<file path="config.mk">
export PLATFORM = sky130hd
export DESIGN_NAME = store_buffer
export DESIGN_NICKNAME = d
export VERILOG_FILES = /design/src/rtl/store_buffer.sv
export SDC_FILE = /design/constraint.sdc
export NUM_CORES = 1
export LEC_CHECK = 0
export CAP_MARGIN = 40
export CORE_MARGIN = 5
export CORE_UTILIZATION = 51
export CTS_CLUSTER_SIZE = 20
export DETAILED_ROUTE_END_ITERATION = 8
export GPL_ROUTABILITY_DRIVEN = 0
export PLACE_DENSITY_LB_ADDON = 0.12
export SYNTH_ARGS = -nofsm -noshare
export SYNTH_HDL_FRONTEND = slang
export SYNTH_SLANG_ARGS = --single-unit
</file>
<file path="constraint.sdc">
create_clock -name clk -period 9.8 [get_ports clk]
set_input_delay 1.96 -clock clk [delete_from_list [all_inputs] [get_ports clk]]
set_output_delay 1.96 -clock clk [all_outputs]
set_load 0.05 [all_outputs]
</file>
<file path="src/rtl/store_buffer.sv">
// store_buffer: posted-write FIFO sitting between the EX/MEM pipeline
// register and the data memory controller. Stores retire in one cycle and
// drain in the background; loads take the memory port directly unless they
// hit a buffered word, in which case they stall until that word has drained.
// Optional macro STORE_FWD_EN: an aligned word load that hits a word store
// with the identical address takes the youngest entry's data without stalling.
//
// Handshake: the pipeline presents mem_read/mem_write with stable inputs and
// treats a cycle as consumed only when stall=0. Toward memory, dm_read or
// dm_write (never both) offers an op that completes on a rising edge with
// dm_stall=0; otherwise the same op stays offered.
module store_buffer #(
   parameter int ADDR_WIDTH = 32,
   parameter int DATA_WIDTH = 32,
   parameter int DEPTH      = 4
) (
   input  logic                  clk,
   input  logic                  rst,
   input  logic                  mem_read,
   input  logic                  mem_write,
   input  logic [ADDR_WIDTH-1:0] mem_addr,
   input  logic [DATA_WIDTH-1:0] mem_write_data,
   input  logic [1:0]            load_store_type,
   input  logic                  load_unsigned,
   input  logic                  drain_req,
   output logic                  stall,
   output logic [DATA_WIDTH-1:0] mem_read_data,
   output logic [ADDR_WIDTH-1:0] dm_addr,
   output logic [DATA_WIDTH-1:0] dm_write_data,
   output logic [1:0]            dm_load_store_type,
   output logic                  dm_load_unsigned,
   output logic                  dm_read,
   output logic                  dm_write,
   input  logic [DATA_WIDTH-1:0] dm_read_data,
   input  logic                  dm_stall
);

   localparam int PW = $clog2(DEPTH);
   localparam int CW = PW + 1;
   localparam logic [CW-1:0] FULL_COUNT = CW'(DEPTH);
`ifdef STORE_FWD_EN
   localparam logic [1:0] LS_WORD = 2'b10;
`endif

   // Entry payload {addr, data, type}; load_unsigned is never stored because
   // drained stores always present dm_load_unsigned=0.
   logic [ADDR_WIDTH-1:0] r_addr [DEPTH];
   logic [DATA_WIDTH-1:0] r_data [DEPTH];
   logic [1:0]            r_type [DEPTH];
   logic [DEPTH-1:0]      r_valid;
   logic [PW-1:0]         r_head;
   logic [PW-1:0]         r_tail;
   logic [CW-1:0]         r_count;

   logic                  w_load_req;
   logic                  w_hit;
   logic [PW-1:0]         w_idx;
   logic [PW-1:0]         w_young_idx;
   logic                  w_fwd;
   logic                  w_load_port;
   logic                  w_hit_stall;
   logic                  w_drain;
   logic                  w_pop;
   logic                  w_push;
   logic                  w_full;
   logic                  w_nonempty;

   // A simultaneous store wins; the read half of an illegal read+write is dropped.
   assign w_load_req = mem_read & ~mem_write & ~rst;
   assign w_full     = (r_count == FULL_COUNT);
   assign w_nonempty = (r_count != '0);

   // Word-granular hit scan from oldest to youngest so the last match seen
   // is the youngest matching entry.
   always_comb begin
      w_hit       = 1'b0;
      w_idx       = '0;
      w_young_idx = '0;
      for (int k = 0; k < DEPTH; k++) begin
         w_idx = r_head + PW'(k);
         if (r_valid[w_idx] &&
             (r_addr[w_idx][ADDR_WIDTH-1:2] == mem_addr[ADDR_WIDTH-1:2])) begin
            w_hit       = 1'b1;
            w_young_idx = w_idx;
         end
      end
   end

`ifdef STORE_FWD_EN
   assign w_fwd = w_load_req & w_hit &
                  (r_type[w_young_idx] == LS_WORD) &
                  (load_store_type == LS_WORD) &
                  (r_addr[w_young_idx] == mem_addr);
`else
   assign w_fwd = 1'b0;
`endif

   // A non-hitting load owns the port; otherwise the head entry drains.
   assign w_load_port = w_load_req & ~w_hit;
   assign w_hit_stall = w_load_req & w_hit & ~w_fwd;
   assign w_drain     = ~rst & ~w_load_port & w_nonempty;
   assign w_pop       = w_drain & ~dm_stall;

   // Full is judged on the registered count: a pop in the same cycle does
   // not make room until the next cycle.
   assign stall = ~rst & ((mem_write & w_full) |
                          w_hit_stall |
                          (w_load_port & dm_stall) |
                          (drain_req & w_nonempty));

   assign w_push = mem_write & ~stall & ~rst;

   // Memory port mux and load data return.
   always_comb begin
      dm_read            = w_load_port;
      dm_write           = w_drain;
      dm_addr            = '0;
      dm_write_data      = '0;
      dm_load_store_type = '0;
      dm_load_unsigned   = 1'b0;
      mem_read_data      = '0;
      if (w_load_port) begin
         dm_addr            = mem_addr;
         dm_load_store_type = load_store_type;
         dm_load_unsigned   = load_unsigned;
         mem_read_data      = dm_read_data;
      end else if (w_drain) begin
         dm_addr            = r_addr[r_head];
         dm_write_data      = r_data[r_head];
         dm_load_store_type = r_type[r_head];
      end
`ifdef STORE_FWD_EN
      if (w_fwd) begin
         mem_read_data = r_data[w_young_idx];
      end
`endif
   end

   // Queue control: pointers, valid bits and occupancy.
   always_ff @(posedge clk or posedge rst) begin
      if (rst) begin
         r_head  <= '0;
         r_tail  <= '0;
         r_count <= '0;
         r_valid <= '0;
      end else begin
         if (w_push) begin
            r_valid[r_tail] <= 1'b1;
            r_tail          <= r_tail + PW'(1);
         end
         if (w_pop) begin
            r_valid[r_head] <= 1'b0;
            r_head          <= r_head + PW'(1);
         end
         case ({w_push, w_pop})
            2'b10:   r_count <= r_count + CW'(1);
            2'b01:   r_count <= r_count - CW'(1);
            default: r_count <= r_count;
         endcase
      end
   end

   // Payload capture at the tail; slot contents are qualified by r_valid.
   always_ff @(posedge clk) begin
      if (w_push) begin
         r_addr[r_tail] <= mem_addr;
         r_data[r_tail] <= mem_write_data;
         r_type[r_tail] <= load_store_type;
      end
   end

endmodule

</file>
**Word level (Yosys, flattened, before mapping)**

Memories as Yosys holds them, arrays and structs flattened.
Index checks and enable logic that the tools add are counted.

- $add $sub $neg: 6
- $lt $le $gt $ge: 7
- Equal/unequal tests: 7
- Multiplexer cells: 29
- Bitwise logic cells: 25
- Reductions and logical operators: 8

Operator list:

| operator | number |
|---|---|
| $mux W32 | 5 |
| $eq A30 B30 Y1 | 4 |
| $lt A2 B3 Y1 const B | 5 |
| $and A1 B1 Y1 | 13 |
| $mux W1 | 13 |
| $bmux W1 S2 | 4 |
| $mux W4 | 2 |
| $logic_and A1 B1 Y1 | 6 |
| $not A1 Y1 | 6 |
| $pmux W3 S2 | 1 |
| $add A2 B1 Y2 const B | 2 |
| $add A2 B2 Y2 const B | 2 |
| $and A4 B4 Y4 | 1 |
| $demux W1 S2 | 2 |
| $ge A2 B1 Y1 const B | 2 |
| $mux W2 | 2 |
| $not A4 Y4 | 1 |
| $or A4 B4 Y4 | 1 |
| $add A3 B1 Y3 const B | 1 |
| $eq A3 B3 Y1 const B | 1 |
| $or A1 B1 Y1 | 3 |
| $reduce_bool A3 Y1 | 1 |
| $sub A3 B1 Y3 const B | 1 |
| $eq A2 B1 Y1 const B | 1 |
| other kinds (2) | 2 |

- Flip-flop bits (word level): 11
- Bits in writable memories: 264
- Word-level logic and storage cells: 89
- Memories: 3

Memories:

| name | words | width | read ports | clocked after Yosys merged registers in | wr ports | line | RTL |
|---|---|---|---|---|---|---|---|
| r_addr | 4 | 32 | 4 | 0 | 1 | 47 | `logic [ADDR_WIDTH-1:0] r_addr [DEPTH];` |
| r_data | 4 | 32 | 1 | 0 | 1 | 48 | `logic [DATA_WIDTH-1:0] r_data [DEPTH];` |
| r_type | 4 | 2 | 1 | 0 | 1 | 49 | `logic [1:0] r_type [DEPTH];` |

**Longest topological paths before layout**

- Depth after elaboration: 19
- Depth in mapped cells: 23
- Mapped depth without buffers: 16

**Least setup slack after synthesis**

Ideal clock, no wire load.

- Kind: register to output
- Start point: reg r_head[1]
- End point: out dm_write_data[23]
- Arrival time: 5407 ps
- Data required time: 7840 ps
- Slack: 2433 ps
- Cell stages (with the launch flop): 18
- Path buffers: 7
- Cell sequence: dfrtp_1 > buf_2 > clkbuf_1 > buf_1 > clkbuf_1 > inv_1 > ha_1 > buf_6 > mux4_2 > xnor2_1 > nand2_1 > a2111oi_1 > nand4_1 > o32ai_2 > nor2_1 > buf_6 > buf_2 > nor3b_1

- Word-level cells in the longest chain between the ends: 14
- Elaborated cells between the ends (all ways): 32
- Those cells by class: 3 x add/sub; 4 x eq/ne; 14 x mux; 5 x bitwise; 4 x reduce/logical; 2 x memory

Ends and longest elaborated chain:

| item | line | RTL |
|---|---|---|
| start, declared | 51 | `logic [PW-1:0] r_head;` |
| start signal, assigned | 153 | `r_head <= r_head + PW'(1);` |
| $add A2 B1 Y2 (tied with other cells) | 80 | `w_idx = r_head + PW'(k);` |
| $mem_v2 Z4 W32 (tied with other cells) | -- |  |
| $eq A30 B30 Y1 (tied with other cells) | 82 | `(r_addr[w_idx][ADDR_WIDTH-1:2] == mem_addr[ADDR_WIDTH-1:2])) begin` |
| $logic_and A1 B1 Y1 / $mux W1 (equally long branches) | 81 | `if (r_valid[w_idx] &&` |
| $mux W1 (2 in a row) | 81 |  |
| $mux W1 * | 81 |  |
| $not A1 Y1 * | 99 | `assign w_load_port = w_load_req & ~w_hit;` |
| $and A1 B1 Y1 * | 99 |  |
| named net dm_read | 32 | `output logic dm_read,` |
| $not A1 Y1 | 101 | `assign w_drain = ~rst & ~w_load_port & w_nonempty;` |
| $and A1 B1 Y1 (2 in a row) | 101 |  |
| $mux W32 | 127 | `end else if (w_drain) begin` |
| $mux W32 * | 122 | `if (w_load_port) begin` |
| end, declared | 29 | `output logic [DATA_WIDTH-1:0] dm_write_data,` |

Mark *: on every way through the listed nets, which the timed path passes. The rest lies on a longest branch. The select of a mux whose other input is x is not followed.

**Worst setup path after layout**

- Start point: reg r_head[1]
- End point: out dm_addr[18]

- Word-level cells in the longest chain between the ends: 14
- Elaborated cells between the ends (all ways): 31
- Those cells by class: 3 x add/sub; 4 x eq/ne; 14 x mux; 5 x bitwise; 4 x reduce/logical; 1 x memory

Ends and longest elaborated chain:

| item | line | RTL |
|---|---|---|
| $add A2 B1 Y2 (tied with other cells) | 80 |  |
| $mem_v2 Z4 W32 (tied with other cells) | -- |  |
| $eq A30 B30 Y1 (tied with other cells) | 82 |  |
| $logic_and A1 B1 Y1 / $mux W1 (equally long branches) | 81 |  |
| $mux W1 (3 in a row) | 81 |  |
| $not A1 Y1 | 99 |  |
| $and A1 B1 Y1 | 99 |  |
| $not A1 Y1 | 101 |  |
| $and A1 B1 Y1 (2 in a row) | 101 |  |
| $mux W32 | 127 |  |
| $mux W32 * | 122 |  |
| end, declared | 28 | `output logic [ADDR_WIDTH-1:0] dm_addr,` |

Mark *: on every way between the ends. The rest lies on a longest branch, timed or not. The select of a mux whose other input is x is not followed.

==> metrics.txt <==
Final min period=8.32 ns; arrival time worst endpoint=6.36 ns; Post-Synth XOR/XNOR Area=0.0717; first-pass GRT wire length=58900 microns; register area share after synthesis=0.537; vias per inst=6.01; Worst-Margin Slew=0.841 ns; Starting Density=0.515; Synth top area share=0.519; Top delay family on crit path=buffers and inverters; chip height=183 microns; Final Hold Fails=0; H-tree Lvls=1; TritonCTS Buffers=30; worst path cell trace=inv_1, ha_4, buf_4, mux4_2, xnor2_1, a2111oi_1, nand4_1, o32ai_2, nor2_4, buf_12, buf_12, mux2i_1, clkdlybuf4s50_1; YS warnings=0; count leader, synth=edfxtp_1; multiplexer share of the synthesized area=0.256; Skew-Pair Late Insertion Delay=0.57 ns; cell area after synthesis=15300 sq um; DRT antenna net count=0; total congestion overflow=0; top cells by area, synth=edfxtp_1 (52%), mux4_2 (19%), xnor2_1 (6.5%); Slowest cell on crit path=dfrtp_4; Slew Limit Fails=0; simple-gate share of the synthesized area=0.0645; synthesis-to-layout area growth=22.4%; Max Cap Violations=0; post-synth cell types=51; worst path buffer plus inverter count=5; number of global-route vias before repair=9774; Core Util, Final=0.631; root buf cell=clkbuf_16; Post-synth EDFFs=264; I/O Buffers=206; DIE AREA=33500 sq um; Slew HR=0.435; Leak Pwr=6.15 nW; Post-Syn Instances=982; Avg Cell Area, Syn=15.6 sq um; Die Width=183 microns; peak supply drop=0.213 mV; number of fill cells=2249; FF+latch area=8210 sq um; initial antenna violation count=3; 1st-pass router iterations=6; period utilization=0.849; RSZ-0062 raised after global routing=no; Placeable Area=29600 sq um; clk buf depth=3; Synth Flop Type=edfxtp_1; nets@finish=1286; TritonCTS clock tree=built; largest net degree at the start of global routing=108; crit path max fanout=62; Site Rows=63; type of the worst setup path=flop to primary output; Setup crit start kind=flop; Num Clock Sinks=275; design area=18700 sq um; GRT Overall Usage=0.227; layout cells sized above 1=0.177; Clock Skews=0.0331 ns; pre-CTS setup slack=1.82 ns; adder-cell share of the synthesized area=0.00868; Residual DRC=0; IO Pins=207; total negative setup slack=0 ns; post-DP HPWL=25800 microns; Critical Path RT=7.84 ns; DR iter-0 viols=864; final wirelength=38400 microns; Crit path largest cell delay=0.87 ns; Pwr Density=287 nW/um^2; hold_buf cts=0; post-synthesis compound-gate area fraction=0.0264; top cells by count, synth=edfxtp_1 (264), mux4_2 (132), xnor2_1 (113), mux2i_1 (78), nand2_1 (47); post-cts sizing count=0; cell seen most often among critical-path stages=buf_12; vias=9520; Critical Path End Type=primary output; worst setup slack after layout=1.48 ns; Post-DP Area=17800 sq um; status=finished, final reports clean; Final setup viols=0; wire per inst=24.2 microns; post-CTS setup repair buffer count=0; Yosys top cell by area=edfxtp_1; area occupied by multi-input gates=6560 sq um; FFs w/ async S/R, synth=0.0400; Hold Path Class=flop to flop; Clock Pin Slew Worst Setup and Hold Paths=0.06 ns; max frequency=120 MHz; FF+latch count, synth=275; largest family of logic cells by synthesized area=multiplexers; syn_nets=1097; # diodes=0
-- flip-flops by register name (all words and copies together) (netlist names) --
| register | cells |
|---|---|
| r_addr | 128 |
| r_count | 3 |
| r_data | 128 |
| r_head | 2 |
| r_tail | 2 |
| r_type | 8 |
| r_valid | 4 |
-- cells by family (layout without fill, tap and decap cells) --
logic type	count (synthesis)	in the layout
AOI/OAI and AO/OA	56	56
xor gates and xnor gates	125	125
adders and majority gates	10	10
buffers and inverters	115	326
DFF	275	275
muxes	223	223
and+or+nand+nor	178	178
-- worst paths after layout --
path                                to  slack (ns)        from  depth (start not counted)
setup / recovery           dm_addr[18]        1.48   r_head[1]                         13
min in group asynchronous    r_tail[1]        1.84         rst                          2
hold / removal              r_count[2]        0.47  r_count[2]                          1
setup reg to reg            r_count[2]        4.15   r_head[1]                         16
hold reg to reg             r_count[2]        0.47  r_count[2]                          1
max in group asynchronous    r_head[0]        7.60         rst                          2
-- cell type report --
cell class / count / area share
well taps: 390 / 0.0261
flip-flops and latches: 275 / 0.439
inverters: 48 / 0.00963
repair buffers: 224 / 0.125
clock buffers: 39 / 0.0419
multi-input cells: 592 / 0.351
clock inverters: 15 / 0.00756
-- stage by stage --
step	hold slack (ns)	total power, mW	cells
finish	0.470	5.37	1583
global route	0.507	5.63	1583
CTS	0.472	5.42	1582
detailed placement	0.464	4.34	1528
global placement	0.469	4.32	1523
floorplan	0.443	3.62	982
-- routing by layer --
layer | global-route usage | vias to the layer above | wire length, microns
met5 | 0 | - | 25
met4 | 0.0617 | 6 | 1090
met3 | 0.0504 | 63 | 2940
met2 | 0.362 | 375 | 18500
met1 | 0.321 | 4850 | 15800
li1 | - | 4226 | -
-- cell usage in the layout, fill, tap and decap left out, types with 11 or more instances in the layout --
cell	netlist	routed
xnor2_1	113	113
mux4_2	132	132
nor3b_1	32	32
nand2_1	47	47
clkdlybuf4s50_1	0	206
clkinv_1	2	11
nand4_1	19	19
mux2i_1	78	78
xor2_1	12	12
nor4_1	12	12
edfxtp_1	264	264
and2_1	37	33
a21oi_1	11	11
clkbuf_16	0	30
nor2_1	16	14
inv_1	45	45
-- power breakdown --
| group | internal (mW) | total, mW | switching [mW] |
|---|---|---|---|
| registers | 1.40 | 1.49 | 0.0938 |
| clock network | 0.614 | 1.06 | 0.448 |
| logic | 1.30 | 2.82 | 1.52 |
| total | 3.30 | 5.37 | 2.06 |
No activity file was read; power rests on OpenSTA's default activity.
